File: src/rtl/restoring_divider_pkg.sv
`default_nettype none
//------------------------------------------------------------------------------
// Module   : restoring_divider_pkg
// Purpose  : Shared types and constants for the 8-bit by 4-bit restoring
//            divider: FSM state encoding, operand widths, iteration count
//            and the quotient value reported on divide-by-zero.
// Revision : 1.0 - initial release
//------------------------------------------------------------------------------
package restoring_divider_pkg;

  localparam int DIVIDEND_W = 8;
  localparam int DIVISOR_W  = 4;
  localparam int ITERATIONS = 8;

  // One extra bit over the divisor so the shifted partial remainder can
  // never overflow the compare/subtract.
  localparam int REM_W      = DIVISOR_W + 1;

  // Counter must hold the value ITERATIONS itself.
  localparam int CNT_W      = $clog2(ITERATIONS + 1);

  localparam logic [DIVIDEND_W-1:0] DBZ_QUOTIENT = 8'hFF;

  typedef enum logic [1:0] {
    IDLE = 2'd0,
    RUN  = 2'd1,
    DONE = 2'd2
  } state_t;

endpackage : restoring_divider_pkg
`default_nettype wire

File: src/rtl/restoring_divider_div_step.sv
`default_nettype none
//------------------------------------------------------------------------------
// Module   : div_step
// Purpose  : One combinational restoring-division step. Compares the
//            (already shifted) partial remainder against the zero-extended
//            divisor and subtracts when it fits.
// Ports    : rem_in  [REM_W-1:0]     shifted partial remainder
//            divisor [DIVISOR_W-1:0] divisor
//            rem_out [REM_W-1:0]     restored / reduced partial remainder
//            q_bit                   new quotient bit
// Revision : 1.0 - initial release
//------------------------------------------------------------------------------
module div_step
  import restoring_divider_pkg::*;
(
  input  logic [REM_W-1:0]     rem_in,
  input  logic [DIVISOR_W-1:0] divisor,
  output logic [REM_W-1:0]     rem_out,
  output logic                 q_bit
);

  logic [REM_W-1:0] divisor_ext;
  logic [REM_W-1:0] diff;

  assign divisor_ext = {1'b0, divisor};
  assign diff        = rem_in - divisor_ext;

  always_comb begin
    q_bit   = 1'b0;
    rem_out = rem_in;
    if (rem_in >= divisor_ext) begin
      q_bit   = 1'b1;
      rem_out = diff;
    end
  end

endmodule : div_step
`default_nettype wire

File: src/rtl/restoring_divider.sv
`default_nettype none
//------------------------------------------------------------------------------
// Module   : restoring_divider
// Purpose  : Sequential unsigned restoring divider, 8-bit dividend by 4-bit
//            divisor, one quotient bit per clock, MSB first. A start pulse
//            accepted in IDLE yields done nine cycles later (or on the next
//            cycle for a zero divisor).
// Ports    : clk          clock, rising edge
//            rst_n        asynchronous active-low reset
//            start        request pulse, only sampled in IDLE
//            dividend[7:0], divisor[3:0]  operands, captured on accept
//            busy         high while iterating (RUN)
//            done         one-cycle completion pulse
//            quotient[7:0], remainder[3:0], div_by_zero  registered results
// Revision : 1.0 - initial release
//------------------------------------------------------------------------------
module restoring_divider
  import restoring_divider_pkg::*;
(
  input  logic                  clk,
  input  logic                  rst_n,
  input  logic                  start,
  input  logic [DIVIDEND_W-1:0] dividend,
  input  logic [DIVISOR_W-1:0]  divisor,
  output logic                  busy,
  output logic                  done,
  output logic [DIVIDEND_W-1:0] quotient,
  output logic [DIVISOR_W-1:0]  remainder,
  output logic                  div_by_zero
);

  localparam logic [CNT_W-1:0] CNT_LOAD = CNT_W'(ITERATIONS);
  localparam logic [CNT_W-1:0] CNT_LAST = CNT_W'(1);

  state_t                 state;
  state_t                 state_next;

  // Working registers. The dividend register doubles as the quotient
  // accumulator: each step shifts one dividend bit out of the top and one
  // quotient bit in at the bottom.
  logic [DIVIDEND_W-1:0]  dvd_reg;
  logic [DIVISOR_W-1:0]   dsr_reg;
  logic [REM_W-1:0]       prem;
  logic [CNT_W-1:0]       cnt;

  logic                   accept;
  logic                   accept_zero;
  logic                   stepping;
  logic                   last_step;

  logic [REM_W-1:0]       step_in;
  logic [REM_W-1:0]       step_rem;
  logic                   step_q;
  logic [DIVIDEND_W-1:0]  dvd_shifted;

  // After a restoring step the partial remainder is always below the
  // divisor, so its top bit is zero and drops out of the left shift.
  logic                   prem_msb_unused;
  assign prem_msb_unused = prem[REM_W-1];

  //----------------------------------------------------------------------------
  // Control strobes
  //----------------------------------------------------------------------------
  assign accept      = (state == IDLE) && start;
  assign accept_zero = accept && (divisor == '0);
  assign stepping    = (state == RUN);
  assign last_step   = stepping && (cnt == CNT_LAST);

  //----------------------------------------------------------------------------
  // State register
  //----------------------------------------------------------------------------
  always_ff @(posedge clk or negedge rst_n) begin
    if (!rst_n) begin
      state <= IDLE;
    end else begin
      state <= state_next;
    end
  end

  //----------------------------------------------------------------------------
  // Next-state and state-decoded outputs
  //----------------------------------------------------------------------------
  always_comb begin
    state_next = state;
    busy       = 1'b0;
    done       = 1'b0;
    case (state)
      IDLE: begin
        if (start) begin
          state_next = (divisor == '0) ? DONE : RUN;
        end
      end
      RUN: begin
        busy = 1'b1;
        if (cnt == CNT_LAST) begin
          state_next = DONE;
        end
      end
      DONE: begin
        done       = 1'b1;
        state_next = IDLE;
      end
      default: begin
        state_next = IDLE;
      end
    endcase
  end

  //----------------------------------------------------------------------------
  // Restoring step: shift {prem, dvd_reg} left by one, then compare/subtract
  //----------------------------------------------------------------------------
  assign step_in = {prem[REM_W-2:0], dvd_reg[DIVIDEND_W-1]};

  div_step u_div_step (
    .rem_in  (step_in),
    .divisor (dsr_reg),
    .rem_out (step_rem),
    .q_bit   (step_q)
  );

  assign dvd_shifted = {dvd_reg[DIVIDEND_W-2:0], step_q};

  //----------------------------------------------------------------------------
  // Working registers
  //----------------------------------------------------------------------------
  always_ff @(posedge clk or negedge rst_n) begin
    if (!rst_n) begin
      dvd_reg <= '0;
      dsr_reg <= '0;
      prem    <= '0;
      cnt     <= '0;
    end else if (accept) begin
      dvd_reg <= dividend;
      dsr_reg <= divisor;
      prem    <= '0;
      cnt     <= CNT_LOAD;
    end else if (stepping) begin
      dvd_reg <= dvd_shifted;
      prem    <= step_rem;
      cnt     <= cnt - CNT_W'(1);
    end
  end

  //----------------------------------------------------------------------------
  // Result registers: only written on completion, otherwise they hold
  //----------------------------------------------------------------------------
  always_ff @(posedge clk or negedge rst_n) begin
    if (!rst_n) begin
      quotient    <= '0;
      remainder   <= '0;
      div_by_zero <= 1'b0;
    end else if (accept_zero) begin
      quotient    <= DBZ_QUOTIENT;
      remainder   <= '0;
      div_by_zero <= 1'b1;
    end else if (last_step) begin
      quotient    <= dvd_shifted;
      remainder   <= step_rem[DIVISOR_W-1:0];
      div_by_zero <= 1'b0;
    end
  end

endmodule : restoring_divider
`default_nettype wire

File: config.mk
export PLATFORM = sky130hd
export DESIGN_NAME = restoring_divider
export DESIGN_NICKNAME = d
export VERILOG_FILES = /design/src/rtl/restoring_divider_pkg.sv /design/src/rtl/restoring_divider_div_step.sv /design/src/rtl/restoring_divider.sv
export SDC_FILE = /design/constraint.sdc
export NUM_CORES = 1
export LEC_CHECK = 0
export BUFFER_PORTS_ARGS = -buffer_cell sky130_fd_sc_hd__buf_2
export CAP_MARGIN = 0
export CELL_PAD_IN_SITES_DETAIL_PLACEMENT = 1
export CELL_PAD_IN_SITES_GLOBAL_PLACEMENT = 1
export CORE_ASPECT_RATIO = 1.75
export CORE_MARGIN = 2
export CORE_UTILIZATION = 43
export CTS_CLUSTER_DIAMETER = 40
export DETAILED_ROUTE_END_ITERATION = 8
export PLACE_DENSITY_LB_ADDON = 0.1
export SETUP_SLACK_MARGIN = 0.02
export SYNTH_ARGS = -nofsm -noshare
export SYNTH_HDL_FRONTEND = slang
export SYNTH_SLANG_ARGS = --single-unit
export TNS_END_PERCENT = 5
File: constraint.sdc
create_clock -name clk -period 2.52 [get_ports clk]
set_clock_uncertainty 0.1 [all_clocks]
set_input_delay 0.126 -clock clk [delete_from_list [all_inputs] [get_ports clk]]
set_output_delay 0.126 -clock clk [all_outputs]
set_load 0.02 [all_outputs]
After elaboration in Yosys (flattened, before gate mapping) --
Index checks and enable logic that the tools add are counted.
Cells by class: add/sub/neg operators 2, $lt $le $gt $ge 1, eq/ne operators 5, mux-type cells 20, reductions and logical operators 8
Operators with widths (number):
- $mux W8 | 4
- $mux W4 | 7
- $mux W2 | 3
- $ge A5 B4 Y1 | 1
- $mux W1 | 5
- $eq A4 B1 Y1 const B | 1
- $logic_not A4 Y1 | 1
- $pmux W2 S2 | 1
- $reduce_bool A2 Y1 | 2
- $sub A4 B1 Y4 const B | 1
- $sub A4 B4 Y4 | 1
- $logic_and A1 B1 Y1 | 3
- $eq A2 B1 Y1 const B | 1
- $eq A2 B2 Y1 const B | 1
- $logic_not A2 Y1 | 1
- $ne A2 B1 Y1 const B | 1
- $ne A2 B2 Y1 const B | 1
- $reduce_and A2 Y1 | 1
Storage, ports and cells: bits in registers 35, bits of input ports 15, output and inout bits 15

Logic depth before layout (Yosys ltp) --
depth in word-level cells 4, depth in mapped cells 8

Cells and area by module --
A second synthesis with hierarchy kept.
Second synthesis, totals: cells, all modules 173, area total of the unflattened synthesis 1765.4 sq um
Modules (own cells, without submodules):
- restoring_divider | instances 1, cells each 138, area an instance 1517.7 sq um
- div_step | instances 1, cells each 35, area an instance 247.7 sq um

Least setup slack after synthesis --
OpenSTA, ideal clock, no wires.
path type reg-to-reg, start reg prem[1], end reg prem[0], data arrival time 1.634 ns, required time 2.344 ns, path slack 0.710 ns, cell stages (with the launch flop) 7, buffers on the path 0, clock period less this slack 1.810 ns, cell sequence dfrtp_1 ha_1 a21oi_2 o21ai_2 a21boi_4 mux2_4 o21ai_1
On the way: longest elaborated chain between the ends 4
RTL lines:
- start: declaration | RTL line restoring_divider.sv:43 | logic [REM_W-1:0] prem;
- start signal: assignment | RTL line restoring_divider.sv:139 | prem <= step_rem;
- $ge A5 B4 Y1 | RTL line restoring_divider_div_step.sv:31 | if (rem_in >= divisor_ext) begin
- $mux W4 | RTL line restoring_divider_div_step.sv:31
- $mux W4 | RTL line restoring_divider.sv:137 | end else if (stepping) begin
- $mux W4 | RTL line restoring_divider.sv:132 | end else if (accept) begin
Every way passes these cells. The select of a mux whose other input is x is not followed. A chain may end at the register's enable or synchronous reset.

Worst setup path in the final report --
start reg prem[1], end reg remainder[0]
On the way: longest elaborated chain between the ends 4
RTL lines:
- $ge A5 B4 Y1 | RTL line restoring_divider_div_step.sv:31
- $mux W4 | RTL line restoring_divider_div_step.sv:31
- $mux W4 | RTL line restoring_divider.sv:156 | end else if (last_step) begin
- $mux W4 | RTL line restoring_divider.sv:152 | end else if (accept_zero) begin
- end signal: assignment | RTL line restoring_divider.sv:158 | remainder <= step_rem[DIVISOR_W-1:0];
- end: declaration | RTL line restoring_divider.sv:28 | output logic [DIVISOR_W-1:0] remainder,
Every way passes these cells. The select of a mux whose other input is x is not followed.

==> key figures <==
Logic synthesis
  – Post-synth ARST share: between 90% and 100%
  – Synth Area per Inst: 11.08 um^2
  – Syn Inst Count: approximately 160
  – Yosys warning count: 0
  – Cell Area, Synth: 1795 um^2
  – Syn_nets: between 150 and 200
  – Post-synth cell types: 43
  – Post-synth EDFFs: 0
  – #FFs+latches synth: 35
  – Top FF cell, synth: dfrtp_1
  – Sequential share of the synthesized area: 48.78%

CTS
  – TritonCTS buffer count: 5
  – CTS tree: built
  – CTS Sinks: 35
  – Resize count post-CTS: 0
  – H-tree depth: 2
  – Root Buffer: clkbuf_8
  – CTS Buffer Depth: 2
  – Clk slew on worst S/H paths: 0.07 ns
  – Clk_lat worst skew: approximately 0.28 ns

Power
  – Sequential power share: 36.0%
  – Pwr Density: 1447 nW/um^2
  – P_sw: 1.285 mW
  – Leak pwr: about 0.95 nW
  – Worst vdd ir: 0.6630 mV
  – Clock power frac: 14.7%
  – Combinational power share: around half
  – P_int: 1.695 mW
  – Net Sw Frac: a little over two fifths
  – Total Power: 2.980 mW

Worst setup path
  – Max incr delay on CP: 0.41 ns
  – Crit path max-delay family: compound AO/OA/AOI/OAI gates
  – Startpoint types: register
  – Worst path bufs/invs: 0
  – Crit Path Class: reg2reg
  – CP max-delay cell: dfrtp_1
  – Crit path cell chain: ha_1, a21oi_2, o21ai_2, a21boi_4, mux2_4, o21ai_1
  – Crit. End Element: register
  – CP Max Fanout: 6
  – Critical Path RT: between 2 and 3 ns
  – Data arrival, critical path: approximately 2.1 ns

Finish
  – Most frequent cells in the layout: dfrtp_1, buf_2, nand2_1
  – Most common cell after layout, fill and taps aside: dfrtp_1
  – Area growth, synth to finish: 14.70%
  – Layout cells sized above 1: 26.29%
  – Post-layout util: 50.57%
  – Multi-input gate area: 820.8 um^2
  – Final std cells w/o fill: roughly 240
  – Number of fill cells: 483
  – Nets@finish: 215
  – Antenna Cells: 0
  – Reg area: 875.8 um^2

Global routing
  – Met2 Use GR: a little under two fifths
  – GRT Util Overall: between 20% and 30%
  – Gr busiest metal: met2
  – Grt met1 use: 21.41%
  – Met3 Resource Use GR: 4.515%
  – Total gr overflow: 0
  – Initial antenna violation count: 0
  – First-pass GRT wire length: 6.872 mm
  – Largest net degree at the start of global routing: 36
  – Vias in the first global route: 1474

Route
  – Routed WL per cell: 17.46 um
  – Final ANT Viol Nets: 0
  – Drt drc: 0
  – Drt pass-1 iters: 4
  – Drt via density: roughly 5.6
  – Total number of vias: between 1000 and 1500
  – DRT Wirelength: 4.242 mm
  – First DRT Iteration DRCs: 13

Min path
  – Min-delay worst type: in2reg

Floorplanning
  – Starting Density: 44.09%
  – CORE AREA: about 4100 um^2
  – Chip height: 89.48 um
  – Site row count: 31
  – Die Wd: 52.85 um
  – Boundary Pins: 30
  – Die area: about 4700 um^2

Timing
  – Max Freq: 0.5028 GHz
  – Slew headroom: about 47%
  – Final critical delay including setup and external delays: 1.989 ns
  – Fin. max-slew vios: 0
  – Setup_tns: 0 ns
  – Hold slack: 0.01874 ns
  – Final worst path period share: between 70% and 80%
  – Final setup viols: 0
  – Least-Margin Pin Slew: 0.7904 ns
  – RSZ-0062 raised after global routing: false
  – Hold Fails Final Rpt: 0

Status
  – Outcome: finished, final reports clean

Placed design
  – Hpwl dp: 3.249 mm
  – IO Port Bufs: 29
  – Placed cells: 233
  – RePlAce Congestion: approximately 0.78

Job
  – Max Cap Viol: 0
power groups by stage:
stage	clock network [mW]	registers [mW]	logic, mW
after floorplan	0	1.13	1.01
after global placement	0	1.07	1.39
after detailed placement	0	1.09	1.48
after CTS	0.452	1.08	1.49
after global routing	0.470	1.11	1.63
final	0.437	1.07	1.47
cells by family after synthesis:
kind of cell               share of synthesized area, %
muxes                                             1.951
DFF                                               48.78
AOI/OAI and AO/OA                                 21.19
adders and majority gates                         5.296
and+or+nand+nor                                   16.31
xor gates and xnor gates                         0.9758
buffers and inverters                             5.506
path summary, 6_finish.rpt:
check	slack, ns	end	cells past startpoint	from
max in group asynchronous	1.45	dsr_reg[0]	2	rst_n
worst min register to register	0.38	quotient[4]	1	quotient[4]
worst min-delay path	0.02	dsr_reg[2]	3	divisor[2]
min in group asynchronous	0.36	quotient[2]	2	rst_n
worst max register to register	0.53	remainder[0]	6	prem[1]
worst max-delay path	0.53	remainder[0]	6	prem[1]
per-stage QoR:
step | setup slack (ns) | instance area [um^2]
after global routing | 0.4289 | 2059
after detailed placement | 0.5433 | 1939
after floorplan | 0.7098 | 1795
after CTS | 0.5175 | 2059
final | 0.5310 | 2059
after global placement | 0.6307 | 1939
synthesized netlist by cell type, types with 2 or more instances:
library cell	number	share of area [%]
buf_6	4	2.5
inv_1	8	1.7
a21oi_1	7	2.0
o21ai_1	5	1.4
mux2i_1	2	1.1
o22a_1	7	3.4
nand3_1	4	1.1
nor2b_1	4	1.4
nor2b_4	2	1.5
nor2_1	4	0.84
buf_2	2	0.56
nand2_8	2	2.2
dfrtp_1	35	49
nand2_1	18	3.8
and2b_1	4	1.7
ha_1	6	4.2
o21ai_0	16	4.5
a22oi_1	7	2.9
layout make-up:
| class | instances | area share [%] |
|---|---|---|
| repair buffers | 31 | 8.019 |
| clock buffers | 8 | 4.860 |
| well taps | 49 | 2.977 |
| inverters | 9 | 1.762 |
| multi-input cells | 111 | 39.85 |
| flip-flops and latches | 35 | 42.53 |
repair_timing:
action                                 CTS  global route
hold buffers                             2             0
buffers inserted                         0             0
endpoints found under the hold margin   36             0
tightest hold or removal path, cell delays in order:
cell	delay (ns)
buf_2	0.11
nand2_1	0.05
o21ai_0	0.07
layer usage:
metal	part of all wire [%]	routed length (um)
met2	56	2383
met3	3.4	146
met1	37	1578
met4	3.1	133
met5	0	0
(Power assumes the default switching activity.)
